File: src/rtl/cmos_pkg.sv
// cmos_pkg: shared state encoding and default widths for the CMOS frame gate
package cmos_pkg;
  typedef enum logic [1:0] {IDLE, WAIT_VS, ACTIVE} state_t;
  localparam int DEF_DW = 16;
  localparam int DEF_PIX_W = 24;
  localparam int DEF_LINE_W = 12;
  localparam int DROP_CNT_W = 16;
endpackage

File: src/rtl/cmos_gate_obuf.sv
// cmos_gate_obuf: registered output buffer, 1 entry, or a 4-entry FIFO when CMOS_FRAME_GATE_SKID_EN is defined
module cmos_gate_obuf #(
  parameter int DW = 16
) (
  input  logic          clk,
  input  logic          resetn,
  input  logic          in_valid,
  input  logic [DW-1:0] in_data,
  output logic [DW-1:0] out_data,
  output logic          out_valid,
  input  logic          out_ready,
  output logic          drop
);
  logic drain;
  assign drain = out_valid & out_ready;
`ifdef CMOS_FRAME_GATE_SKID_EN
  logic [DW-1:0] mem [4];
  logic [1:0] wp, rp;
  logic [2:0] cnt;
  logic push;
  assign out_valid = cnt != 3'd0;
  assign out_data = mem[rp];
  assign drop = in_valid & (cnt == 3'd4) & ~drain;
  assign push = in_valid & ~drop;
  always_ff @(posedge clk)
    if (!resetn) begin
      wp <= '0;
      rp <= '0;
      cnt <= '0;
      for (int i = 0; i < 4; i++) mem[i] <= '0;
    end else begin
      if (push) begin
        mem[wp] <= in_data;
        wp <= wp + 2'd1;
      end
      if (drain) rp <= rp + 2'd1;
      cnt <= cnt + 3'(push) - 3'(drain);
    end
`else
  logic [DW-1:0] data;
  logic full;
  assign out_valid = full;
  assign out_data = data;
  assign drop = in_valid & full & ~out_ready;
  always_ff @(posedge clk)
    if (!resetn) begin
      full <= 1'b0;
      data <= '0;
    end else begin
      if (in_valid & ~drop) data <= in_data;
      full <= (in_valid & ~drop) | (full & ~drain);
    end
`endif
endmodule

File: src/rtl/cmos_frame_gate.sv
// cmos_frame_gate: armed whole-frame capture gate with counters and drop tracking; CMOS_FRAME_GATE_SKID_EN deepens the output buffer
module cmos_frame_gate import cmos_pkg::*; #(
  parameter int DW = DEF_DW,
  parameter int PIX_W = DEF_PIX_W,
  parameter int LINE_W = DEF_LINE_W,
  parameter int FRAME_PIXELS = 0,
  parameter int VSYNC_ACT_LOW = 1
) (
  input  logic                  clk,
  input  logic                  resetn,
  input  logic                  arm_i,
  input  logic                  single_i,
  input  logic [DW-1:0]         s_data_i,
  input  logic                  s_valid_i,
  input  logic                  s_vsync_i,
  input  logic                  s_hsync_i,
  output logic [DW-1:0]         m_data_o,
  output logic                  m_valid_o,
  input  logic                  m_ready_i,
  output logic                  busy_o,
  output logic                  frame_done_o,
  output logic [PIX_W-1:0]      last_pixels_o,
  output logic [LINE_W-1:0]     last_lines_o,
  output logic                  overflow_o,
  output logic [DROP_CNT_W-1:0] drop_count_o
);
  state_t state, state_nxt;
  logic vs_act, vs_q, hs_q, arm_q;
  logic vs_edge, hs_edge, arm_rise, cont;
  logic accept, done, drop, clr;
  logic [PIX_W-1:0] pix_cnt, pix_nxt, pix_step, pix_start, done_pix;
  logic [LINE_W-1:0] line_cnt, line_nxt, line_step, line_start, done_lines;
  assign vs_act = (VSYNC_ACT_LOW != 0) ? ~s_vsync_i : s_vsync_i;
  assign vs_edge = vs_act & ~vs_q;
  assign hs_edge = s_hsync_i & ~hs_q;
  assign arm_rise = arm_i & ~arm_q;
  assign cont = arm_i & ~single_i;
  assign busy_o = state != IDLE;
  assign clr = (state == IDLE) & arm_rise;
  assign pix_step = (s_valid_i && !(&pix_cnt)) ? pix_cnt + 1'b1 : pix_cnt;
  assign line_step = (hs_edge && !(&line_cnt)) ? line_cnt + 1'b1 : line_cnt;
  // A new frame's first cycle may already carry pixel 0 and a line start
  assign pix_start = PIX_W'(s_valid_i);
  assign line_start = LINE_W'(hs_edge);
  always_ff @(posedge clk) begin
    vs_q <= vs_act;
    hs_q <= s_hsync_i;
    arm_q <= arm_i;
  end
  always_comb begin
    state_nxt = state;
    pix_nxt = pix_cnt;
    line_nxt = line_cnt;
    accept = 1'b0;
    done = 1'b0;
    done_pix = pix_cnt;
    done_lines = line_cnt;
    case (state)
      IDLE: state_nxt = (arm_rise || cont) ? WAIT_VS : IDLE;
      WAIT_VS: if (vs_edge) begin
        state_nxt = ACTIVE;
        accept = s_valid_i;
        pix_nxt = pix_start;
        line_nxt = line_start;
      end
      ACTIVE: if (vs_edge) begin
        done = 1'b1;
        state_nxt = cont ? ACTIVE : IDLE;
        accept = cont & s_valid_i;
        pix_nxt = pix_start;
        line_nxt = line_start;
      end else begin
        accept = s_valid_i;
        pix_nxt = pix_step;
        line_nxt = line_step;
        if (FRAME_PIXELS != 0 && s_valid_i && pix_step == PIX_W'(FRAME_PIXELS)) begin
          done = 1'b1;
          done_pix = pix_step;
          done_lines = line_step;
          state_nxt = cont ? WAIT_VS : IDLE;
        end
      end
      default: state_nxt = IDLE;
    endcase
  end
  always_ff @(posedge clk)
    if (!resetn) begin
      state <= IDLE;
      pix_cnt <= '0;
      line_cnt <= '0;
      frame_done_o <= 1'b0;
      last_pixels_o <= '0;
      last_lines_o <= '0;
      overflow_o <= 1'b0;
      drop_count_o <= '0;
    end else begin
      state <= state_nxt;
      pix_cnt <= pix_nxt;
      line_cnt <= line_nxt;
      frame_done_o <= done;
      if (done) begin
        last_pixels_o <= done_pix;
        last_lines_o <= done_lines;
      end
      if (clr) begin
        overflow_o <= 1'b0;
        drop_count_o <= '0;
      end else if (drop) begin
        overflow_o <= 1'b1;
        drop_count_o <= drop_count_o + DROP_CNT_W'(~&drop_count_o);
      end
    end
  cmos_gate_obuf #(.DW(DW)) u_obuf (
    .clk(clk),
    .resetn(resetn),
    .in_valid(accept),
    .in_data(s_data_i),
    .out_data(m_data_o),
    .out_valid(m_valid_o),
    .out_ready(m_ready_i),
    .drop(drop)
  );
endmodule

File: config.mk
export PLATFORM = sky130hd
export DESIGN_NAME = cmos_frame_gate
export DESIGN_NICKNAME = d
export VERILOG_FILES = /design/src/rtl/cmos_pkg.sv /design/src/rtl/cmos_gate_obuf.sv /design/src/rtl/cmos_frame_gate.sv
export SDC_FILE = /design/constraint.sdc
export NUM_CORES = 1
export LEC_CHECK = 0
export ABC_CLOCK_PERIOD_IN_PS = 3100
export BUFFER_PORTS_ARGS = -buffer_cell sky130_fd_sc_hd__buf_2
export CAP_MARGIN = 20
export CORE_ASPECT_RATIO = 0.6
export CORE_MARGIN = 2
export CORE_UTILIZATION = 30
export DETAILED_ROUTE_END_ITERATION = 12
export PLACE_DENSITY_LB_ADDON = 0.12
export SETUP_SLACK_MARGIN = 0.15
export SLEW_MARGIN = 20
export SYNTH_ARGS = -nofsm -noshare
export SYNTH_HDL_FRONTEND = slang
export SYNTH_HIERARCHICAL = 1
export SYNTH_SLANG_ARGS = --single-unit
export TNS_END_PERCENT = 20
File: constraint.sdc
create_clock -name clk -period 3.1 [get_ports clk]
set_input_delay 0.31 -clock clk [delete_from_list [all_inputs] [get_ports clk]]
set_output_delay 0.31 -clock clk [all_outputs]
set_load 0.05 [all_outputs]
==> flow_metrics.env, run 1 <==
export IMPL_dr_pass1_iters=4
export IMPL_diodes=0
export IMPL_core_area_sq_um=16310
export IMPL_post_cts_setup_buffer_count=0
export IMPL_final_nets=711
export IMPL_report_final_slew_viol_count=0
export IMPL_cts_max_path_buffers=2
export IMPL_p_per_area_nw_per_um2=498.3
export IMPL_timing_max_slew_rel_slack_pct=51.90
export IMPL_relative_contribution_of_the_clock_network_to_total_power_pct=43.5
export IMPL_route_antenna_remaining_nets=0
export IMPL_worst_setup_hold_path_clk_slew_ns=0.08
export IMPL_worstRegToRegCells=6
export IMPL_leakagePower_nw=2.309
export IMPL_timing_worst_slew_pin_value_ns=0.7214
export IMPL_setup_reg_to_reg_worst_slack_ns=0.49
export IMPL_path_cells="ha_1 > nand4_2 > or3_4 > or4_4 > and2_4 > a221o_1"
export IMPL_rsz0062_at_grt="false"
export IMPL_vdd_drop_max_uv=252.7
export IMPL_initialDrtViolationCount=257
export IMPL_cts_sink_count=112
export IMPL_floorplan_die_width_microns=171.1
export IMPL_syn_nets=626
export IMPL_synth_async_sr_flop_share_pct=0
export IMPL_post_cts_resized=0
export IMPL_synthToLayoutAreaGrowth_pct=20.59
export IMPL_run_status="complete, no violations"
export IMPL_yosys_register_bits=112
export IMPL_post_synth_inst_count=594
export IMPL_max_stage_delay_ns=0.65
export IMPL_grt_ovfl_total=0
export IMPL_number_of_enable_type_register_cells_in_the_synthesized_netlist=0
export IMPL_cts_buffers_inserted=9
export IMPL_end_kind="flip-flop"
export IMPL_route_detailed_drc=0
export IMPL_timing_fmax_mhz=382.8
export IMPL_floorplan_rows=36
export IMPL_tritoncts="built"
export IMPL_timing_final_setup_violations=0
export IMPL_chipHeight_microns=104.3
export IMPL_crit_required_ns=3.34
export IMPL_cpMaxStageDelayCell="or4_4"
export IMPL_reg2reg_to="done_pix[12]$_SDFFE_PN0P_"
export IMPL_crit_arrival_ns=2.85
export IMPL_internal_power_w=0.002269
export IMPL_vias=4534
export IMPL_hold_buffers=0
export IMPL_finalHoldViolCount=0
export IMPL_path_buf_inv=0
export IMPL_synth_lib_cells_used_distinct=60
export IMPL_synthesis_area_sq_um=5026
export IMPL_mostFrequentLayoutCells="129 x nand2_1, 112 x dfxtp_1, 95 x buf_2"
export IMPL_grt_start_max_net_pins=47
export IMPL_h_tree_depth=3
export IMPL_worstSetupStartpointType="flip-flop"
export IMPL_tns_ns=0
export IMPL_critPathCapture="done_pix[12]$_SDFFE_PN0P_"
export IMPL_path_depth=6
export IMPL_filler_cell_count=1712
export IMPL_port_buffers=95
export IMPL_number_of_antenna_violations_at_the_first_check_in_global_routing=0
export IMPL_final_setup_skew_ns=0.01301
export IMPL_path_delay_family="simple AND/OR/NAND/NOR gates"
export IMPL_vias_in_the_first_global_route=4124
export IMPL_ys_dominant_reg_cell="dfxtp_1"
export IMPL_seq_power_share_pct=48.4
export IMPL_portion_of_the_clock_cycle_consumed_by_the_worst_path_in_the_final_layout_pct=84.26
export IMPL_seq_area_frac_synth_pct=44.61
export IMPL_drt_wl_total_microns=13170
export IMPL_synth_warning_count=6
export IMPL_dr_wl_cell_microns=14.44
export IMPL_first_pass_grt_wire_length_microns=21210
export IMPL_syn_mean_instance_area_sq_um=8.461
export IMPL_grt_total_usage_pct=14.88
export IMPL_layout_drive_gt1_share_pct=20.32
export IMPL_final_common_cell="nand2_1"
export IMPL_switching_power_as_a_share_of_total_power_pct=24.88
export IMPL_cts_root_buf="clkbuf_16"
export IMPL_path_class="flip-flop to flip-flop"
export IMPL_critical_path_max_fanout=16
export IMPL_gp_routability_congestion=0.8107
export IMPL_viasPerCell=4.971
export IMPL_finalWorstPathRequiredPeriod_ns=2.612
export IMPL_p_sw_w=0.0007514
export IMPL_p_comb_share_pct=8.1
export IMPL_hold_path_class="primary input to flip-flop"
export IMPL_critPathLaunch="done_pix[0]$_SDFFE_PN0P_"
export IMPL_floorplan_die_area_sq_um=17840
export IMPL_initial_standard_cell_utilization_of_the_core_pct=30.82
export IMPL_clock_insertion_delay_worst_skew_ns=0.35
export IMPL_num_io_pins=96
export IMPL_hold_slack_ns=0.09442
export IMPL_max_cap_violations=0
export IMPL_dp_final_hpwl_microns=9515
export IMPL_reg2reg_from="done_pix[0]$_SDFFE_PN0P_"
==> stage by stage <==
stage,cell area (sq um),utilization (%),cells,power (W),worst slack [ns]
floorplan,5026,-,594,0.001662,0.5083
CTS,6061,37.17,912,0.003074,0.4929
detailed placement,5724,35.11,896,0.001740,0.5024
global route,6061,37.17,912,0.003143,0.1856
global placement,5720,35.08,896,0.001736,0.5626
finish,6061,37.17,912,0.003020,0.4879
==> registers in the layout (all words and copies together), names as in the netlist, 2 cells and up <==
name / flops
done_pix: 24
last_pixels_o: 24
drop_count_o: 16
u_obuf/out_data: 16
done_lines: 12
last_lines_o: 12
state: 2
==> cell type report <==
cell class / count / area, sq um / share of cell area, %
Multi-Input combinational cell: 436 / 2579 / 42.55
Sequential cell: 112 / 2242 / 36.99
Timing Repair Buffer: 108 / 573.1 / 9.455
Tap cell: 228 / 285.3 / 4.707
Clock buffer: 10 / 239.0 / 3.943
Clock inverter: 6 / 97.59 / 1.610
Inverter: 12 / 45.04 / 0.7432
==> cells by family after synthesis <==
group	synth area share (%)
buf+inv	4.207
compound gates	17.63
simple gates	24.99
fa+ha+maj	1.992
xor+xnor	2.788
mux	3.784
flops	44.61
==> cell usage after synthesis (all sizes together) (9+ instances only) <==
master | instances | area share [%]
nand4 | 12 | 1.6
and3 | 10 | 1.2
nor3 | 10 | 1.0
o21ai | 16 | 1.6
or3 | 11 | 1.5
a21oi | 19 | 1.9
mux2i | 19 | 3.8
o211ai | 9 | 1.3
dfxtp | 112 | 45
nand2 | 129 | 9.6
a31oi | 20 | 2.5
nand3 | 19 | 2.0
a21boi | 39 | 5.8
xor2 | 10 | 1.7
buf | 9 | 1.4
nor2 | 37 | 2.8
clkbuf | 25 | 1.9
inv | 12 | 0.90
==> how the worst min path moves through the flow <==
stage | from | end | slack [ns] | depth (start not counted)
after floorplan | arm_i | arm_q$_DFF_P_ | 0.34 | 0
after global placement | u_obuf/out_data[8]$_SDFFE_PN0P_ | u_obuf/out_data[8]$_SDFFE_PN0P_ | 0.44 | 2
after detailed placement | u_obuf/out_data[2]$_SDFFE_PN0P_ | u_obuf/out_data[2]$_SDFFE_PN0P_ | 0.44 | 2
after CTS | s_hsync_i | hs_q$_DFF_P_ | 0.07 | 1
after global routing | s_hsync_i | hs_q$_DFF_P_ | 0.08 | 1
final | s_hsync_i | hs_q$_DFF_P_ | 0.09 | 1
==> power groups by stage <==
stage / registers (W) / logic (W) / clock network [W]
floorplan: 0.00151 / 0.000155 / 0
global placement: 0.00149 / 0.000243 / 0
detailed placement: 0.00149 / 0.000246 / 0
CTS: 0.00146 / 0.000248 / 0.00137
global route: 0.00146 / 0.000272 / 0.00141
finish: 0.00146 / 0.000245 / 0.00131
==> layer usage <==
metal  GRT usage (%)  up-vias  part of all wire [%]
met5               0        -                     0
met4           4.056        0                   1.1
met3           3.463       13                   5.4
met2           21.75      121                    42
met1           21.73     2138                    52
li1                -     2262                     -
Note: power is estimated with default switching activity, not from simulation.
==> run 2: changes to the inputs <==
--- a/config.mk
+++ b/config.mk
@@ -5,7 +5,7 @@
 export SDC_FILE = /design/constraint.sdc
 export NUM_CORES = 1
 export LEC_CHECK = 0
-export ABC_CLOCK_PERIOD_IN_PS = 3100
+export ABC_CLOCK_PERIOD_IN_PS = 2750
 export BUFFER_PORTS_ARGS = -buffer_cell sky130_fd_sc_hd__buf_2
 export CAP_MARGIN = 20
 export CORE_ASPECT_RATIO = 0.6
==> constraint.sdc (replaced) <==
create_clock -name clk -period 2.75 [get_ports clk]
set_input_delay 0.275 -clock clk [delete_from_list [all_inputs] [get_ports clk]]
set_output_delay 0.275 -clock clk [all_outputs]
set_load 0.05 [all_outputs]
==> run 2 against run 1 <==
  * Core utilization up 0.23 points
  * Register-to-register slack worse by 0.23 ns
  * Wire length up 1.5%
  * Global-route usage grew 0.14 points
  * Sequential share of layout area shrank 0.23 points
  * Setup slack got worse by 0.23 ns
  * Sequential cell count unchanged
  * Die area is the same
  * Power grew 12%
  * Critical endpoint unchanged
==> flow_metrics.env, run 2 (synthesized netlist as in run 1, its figures left out) <==
export IMPL_mostFrequentLayoutCells="129 x nand2_1, 112 x dfxtp_1, 95 x buf_2"
export IMPL_cts_root_buf="clkbuf_16"
export IMPL_timing_final_setup_violations=0
export IMPL_worstSetupStartpointType="flip-flop"
export IMPL_internal_power_w=0.002553
export IMPL_hold_path_class="primary input to flip-flop"
export IMPL_relative_contribution_of_the_clock_network_to_total_power_pct=43.0
export IMPL_route_detailed_drc=0
export IMPL_run_status="complete, no violations"
export IMPL_grt_start_max_net_pins=46
export IMPL_port_buffers=95
export IMPL_dp_final_hpwl_microns=9667
export IMPL_chipHeight_microns=104.3
export IMPL_fin_cells=916
export IMPL_timing_max_slew_rel_slack_pct=51.59
export IMPL_final_setup_skew_ns=0.01284
export IMPL_cpMaxStageDelayCell="or4_4"
export IMPL_finalWorstPathRequiredPeriod_ns=2.494
export IMPL_floorplan_die_width_microns=171.1
export IMPL_dr_pass1_iters=4
export IMPL_path_buf_inv=0
export IMPL_clock_insertion_delay_worst_skew_ns=0.35
export IMPL_grt_total_usage_pct=15.02
export IMPL_initial_standard_cell_utilization_of_the_core_pct=30.82
export IMPL_leakagePower_nw=2.325
export IMPL_crit_required_ns=2.99
export IMPL_path_delay_family="simple AND/OR/NAND/NOR gates"
export IMPL_floorplan_die_area_sq_um=17840
export IMPL_vdd_drop_max_uv=272.3
export IMPL_drt_wl_total_microns=13370
export IMPL_synthToLayoutAreaGrowth_pct=21.33
export IMPL_layout_setup_ws_ns=0.2563
export IMPL_report_final_slew_viol_count=0
export IMPL_num_io_pins=96
export IMPL_hold_buffers=0
export IMPL_crit_arrival_ns=2.73
export IMPL_grt_ovfl_total=0
export IMPL_p_sw_w=0.0008348
export IMPL_rsz0062_at_grt="true"
export IMPL_worst_setup_hold_path_clk_slew_ns=0.08
export IMPL_preCtsSetupSlack_ns=0.1701
export IMPL_max_cap_violations=0
export IMPL_portion_of_the_clock_cycle_consumed_by_the_worst_path_in_the_final_layout_pct=90.68
export IMPL_diodes=0
export IMPL_switching_power_as_a_share_of_total_power_pct=24.64
export IMPL_number_of_antenna_violations_at_the_first_check_in_global_routing=0
export IMPL_path_class="flip-flop to flip-flop"
export IMPL_viasPerCell=4.942
export IMPL_finalHoldViolCount=0
export IMPL_layout_drive_gt1_share_pct=20.93
export IMPL_p_per_area_nw_per_um2=555.5
export IMPL_timing_worst_slew_pin_value_ns=0.7261
export IMPL_initialDrtViolationCount=238
export IMPL_max_stage_delay_ns=0.65
export IMPL_floorplan_rows=36
export IMPL_cts_buffers_inserted=9
export IMPL_vias=4527
export IMPL_cts_sink_count=112
export IMPL_path_cells="ha_1 > nand4_2 > or3_4 > or4_4 > and2_4 > a221o_1"
export IMPL_post_route_util_pct=37.40
export IMPL_route_antenna_remaining_nets=0
export IMPL_place_inst=899
export IMPL_p_comb_share_pct=8.5
export IMPL_core_area_sq_um=16310
export IMPL_end_kind="flip-flop"
export IMPL_tritoncts="built"
export IMPL_final_nets=715
export IMPL_critical_path_max_fanout=16
export IMPL_final_common_cell="nand2_1"
export IMPL_first_pass_grt_wire_length_microns=21500
export IMPL_cts_max_path_buffers=2
export IMPL_seq_power_share_pct=48.6
export IMPL_dr_wl_cell_microns=14.59
export IMPL_tns_ns=0
export IMPL_h_tree_depth=3
export IMPL_gp_routability_congestion=0.8247
export IMPL_vias_in_the_first_global_route=4318
export IMPL_timing_fmax_mhz=401.0
==> run 2: changes by cell type in the layout (fill, tap and decap cells not counted) <==
cell	delta
buf_12	+1
ha_1	-1
buf_4	+3
inv_8	-1
inv_6	-1
clkinvlp_4	+1
clkinv_2	+1
ha_2	+1
==> run 2: timing repair <==
item                       in CTS  in global routing
resized for setup               0                  1
gates cloned                    0                  0
buffers inserted                1                  0
pin swaps                       1                  0
setup endpoints to repair       1                 10
==> run 2: layout make-up <==
type | count | area (sq um)
clock inverter | 6 | 90.09
multi-input combinational | 436 | 2581
timing repair buffer | 112 | 615.6
clock buffer | 10 | 239.0
sequential | 112 | 2242
tap | 228 | 285.3
inverter | 12 | 45.04
fill | 1694 | 10210
==> run 2: worst paths after layout <==
path / startpoint / endpoint / slack, ns / cells past startpoint
max: done_pix[0]$_SDFFE_PN0P_ / done_pix[12]$_SDFFE_PN0P_ / 0.26 / 6
min: arm_i / arm_q$_DFF_P_ / 0.07 / 1
max reg2reg: done_pix[0]$_SDFFE_PN0P_ / done_pix[12]$_SDFFE_PN0P_ / 0.26 / 6
min reg2reg: u_obuf/out_data[4]$_SDFFE_PN0P_ / u_obuf/out_data[4]$_SDFFE_PN0P_ / 0.46 / 2
==> run 2: per-layer routing <==
metal | vias up | part of all wire [%] | global-route usage, %
met4 | 0 | 0.49 | 3.692
met1 | 2185 | 51 | 21.91
met2 | 80 | 44 | 22.12
met5 | - | 0 | 0
met3 | 4 | 4.2 | 3.615
li1 | 2258 | - | -
==> run 2: worst register-to-register path: cells and delay by family (launching register included) <==
family | cells | cell delay [ns]
adder cells (fa/ha/maj) | 1 | 0.23
AND/OR/NAND/NOR | 4 | 1.45
flip-flops | 1 | 0.43
AO/OA/AOI/OAI | 1 | 0.28
==> run 2: metrics by stage <==
step	hold slack (ns)	area [sq um]	power (W)
5_1_grt	0.04767	6098	0.003530
3_5_place_dp	0.4194	5759	0.001970
3_3_place_gp	0.4182	5756	0.001963
4_1_cts	0.05362	6096	0.003431
6_report	0.06514	6098	0.003387
2_1_floorplan	0.3027	5026	0.001873
==> run 2: power by group through the flow <==
stage	clock [W]	sequential (W)	combinational [W]
after floorplan	0	0.00170	0.000175
after global placement	0	0.00168	0.000281
after detailed placement	0	0.00168	0.000286
after CTS	0.00150	0.00165	0.000288
after global routing	0.00157	0.00165	0.000316
final	0.00146	0.00165	0.000287
==> run 3: changes to the inputs <==
--- a/config.mk
+++ b/config.mk
@@ -13,6 +13,7 @@
 export CORE_UTILIZATION = 30
 export DETAILED_ROUTE_END_ITERATION = 12
 export PLACE_DENSITY_LB_ADDON = 0.12
+export REMOVE_ABC_BUFFERS = 1
 export SETUP_SLACK_MARGIN = 0.15
 export SLEW_MARGIN = 20
 export SYNTH_ARGS = -nofsm -noshare
==> run 3 against run 2 <==
  * Highest routed layer unchanged
  * Critical path type unchanged
  * First-iteration DRC count up 5.5%
  * Combinational power down 3%
  * Setup slack better by 0.0085 ns
  * Clock skew down 0.0041 ns
  * Die area unchanged
  * Sequential power about the same
  * Via count down 3.1%
  * Count of clock-buffer cells in the layout up 1
  * Register-to-register slack about the same
  * Largest cell class unchanged
==> flow_metrics.env, run 3 (synthesized netlist as in run 1, its figures left out) <==
export IMPL_seq_power_share_pct=50.7
export IMPL_max_stage_delay_ns=0.66
export IMPL_reg2reg_from="done_pix[1]$_SDFFE_PN0P_"
export IMPL_initialDrtViolationCount=251
export IMPL_grt_start_max_net_pins=45
export IMPL_initial_standard_cell_utilization_of_the_core_pct=30.82
export IMPL_dr_pass1_iters=4
export IMPL_crit_required_ns=2.98
export IMPL_portion_of_the_clock_cycle_consumed_by_the_worst_path_in_the_final_layout_pct=90.37
export IMPL_clock_insertion_delay_worst_skew_ns=0.34
export IMPL_synthToLayoutAreaGrowth_pct=20.51
export IMPL_setup_reg_to_reg_worst_slack_ns=0.26
export IMPL_floorplan_rows=36
export IMPL_tns_ns=0
export IMPL_p_per_area_nw_per_um2=536.3
export IMPL_grt_ovfl_total=0
export IMPL_first_pass_grt_wire_length_microns=21220
export IMPL_run_status="complete, no violations"
export IMPL_dp_final_hpwl_microns=9258
export IMPL_cpMaxStageDelayCell="or4_4"
export IMPL_route_detailed_drc=0
export IMPL_critPathCapture="done_pix[12]$_SDFFE_PN0P_"
export IMPL_grt_total_usage_pct=14.64
export IMPL_hold_path_class="primary input to flip-flop"
export IMPL_core_area_sq_um=16310
export IMPL_h_tree_depth=3
export IMPL_dr_wl_cell_microns=14.09
export IMPL_p_sw_w=0.0007968
export IMPL_finalHoldViolCount=0
export IMPL_max_cap_violations=0
export IMPL_internal_power_w=0.002451
export IMPL_filler_cell_count=1705
export IMPL_port_buffers=95
export IMPL_floorplan_die_area_sq_um=17840
export IMPL_critical_path_max_fanout=16
export IMPL_cts_sink_count=112
export IMPL_critPathLaunch="done_pix[1]$_SDFFE_PN0P_"
export IMPL_number_of_antenna_violations_at_the_first_check_in_global_routing=0
export IMPL_timing_fmax_mhz=402.4
export IMPL_final_nets=713
export IMPL_path_class="flip-flop to flip-flop"
export IMPL_vdd_drop_max_uv=260.9
export IMPL_p_comb_share_pct=8.5
export IMPL_route_antenna_remaining_nets=0
export IMPL_reg2reg_to="done_pix[12]$_SDFFE_PN0P_"
export IMPL_timing_final_setup_violations=0
export IMPL_final_common_cell="nand2_1"
export IMPL_gp_routability_congestion=0.8068
export IMPL_relative_contribution_of_the_clock_network_to_total_power_pct=40.8
export IMPL_cts_root_buf="clkbuf_16"
export IMPL_chipHeight_microns=104.3
export IMPL_switching_power_as_a_share_of_total_power_pct=24.53
export IMPL_leakagePower_nw=2.303
export IMPL_drt_wl_total_microns=12880
export IMPL_diodes=0
export IMPL_mostFrequentLayoutCells="129 x nand2_1, 112 x dfxtp_1, 95 x buf_2"
export IMPL_viasPerCell=4.801
export IMPL_tritoncts="built"
export IMPL_finalWorstPathRequiredPeriod_ns=2.485
export IMPL_layout_drive_gt1_share_pct=20.55
export IMPL_floorplan_die_width_microns=171.1
export IMPL_rsz0062_at_grt="true"
export IMPL_final_setup_skew_ns=0.008726
export IMPL_crit_arrival_ns=2.72
export IMPL_fin_cells=914
export IMPL_post_route_util_pct=37.15
export IMPL_cts_max_path_buffers=2
export IMPL_hold_buffers=0
export IMPL_end_kind="flip-flop"
export IMPL_vias_in_the_first_global_route=4086
export IMPL_place_inst=897
export IMPL_timing_max_slew_rel_slack_pct=52.58
export IMPL_vias=4388
export IMPL_worstSetupStartpointType="flip-flop"
export IMPL_path_cells="ha_1 > nand4_2 > or3_4 > or4_4 > and2_4 > a221o_1"
export IMPL_timing_worst_slew_pin_value_ns=0.7112
export IMPL_worstRegToRegCells=6
export IMPL_report_final_slew_viol_count=0
export IMPL_cts_buffers_inserted=9
export IMPL_worst_setup_hold_path_clk_slew_ns=0.07
export IMPL_num_io_pins=96
run 3: power by group through the flow:
stage | clock (W) | combinational [W] | sequential (W)
after floorplan | 0 | 0.000148 | 0.00170
final | 0.00133 | 0.000277 | 0.00165
after detailed placement | 0 | 0.000279 | 0.00168
after global placement | 0 | 0.000276 | 0.00168
after CTS | 0.00139 | 0.000280 | 0.00165
after global routing | 0.00144 | 0.000307 | 0.00165
run 3: timing repair:
action | in CTS | in global routing
setup endpoints to repair | 0 | 10
buffers inserted | 0 | 1
resized for setup | 0 | 1
run 3: layout make-up:
class                      instances  area, sq um  area share (%)
sequential                       112         2242           37.02
clock inverter                     5        56.30          0.9296
tap                              228        285.3           4.710
clock buffer                      11        242.7           4.007
timing repair buffer             110        600.6           9.915
multi-input combinational        436         2585           42.68
inverter                          12        45.04          0.7436
run 3: routing by layer:
metal  GRT usage [%]  up-vias  routed length, microns
met2           20.74       96                    5166
met3           3.196        8                     608
li1                -     2261                       -
met1           22.49     2023                    7019
met5               0        -                       0
met4           2.845        0                      84
run 3: worst min path at each step:
| stage | startpoint | end | slack [ns] | cells past startpoint |
|---|---|---|---|---|
| 6_report | arm_i | arm_q$_DFF_P_ | 0.07 | 1 |
| 3_5_place_dp | arm_i | arm_q$_DFF_P_ | 0.42 | 1 |
| 3_3_place_gp | arm_i | arm_q$_DFF_P_ | 0.42 | 1 |
| 4_1_cts | arm_i | arm_q$_DFF_P_ | 0.05 | 1 |
| 5_1_grt | arm_i | arm_q$_DFF_P_ | 0.06 | 1 |
| 2_1_floorplan | arm_i | arm_q$_DFF_P_ | 0.30 | 0 |
run 3: worst max-delay path: cells and delay by family (launching register included):
family / cells / cell delay (ns)
AO/OA/AOI/OAI: 1 / 0.28
AND/OR/NAND/NOR: 4 / 1.44
flip-flops: 1 / 0.43
adder cells (fa/ha/maj): 1 / 0.23
run 3: per-stage QoR:
stage	power, W	setup slack, ns	hold slack [ns]	instance area, sq um
3_3_place_gp	0.001958	0.3255	0.4215	5741
3_5_place_dp	0.001962	0.2247	0.4201	5744
2_1_floorplan	0.001847	0.1361	0.3027	4860
5_1_grt	0.003397	0.1130	0.05927	6057
6_report	0.003248	0.2648	0.06759	6057
4_1_cts	0.003310	0.2313	0.05352	6043
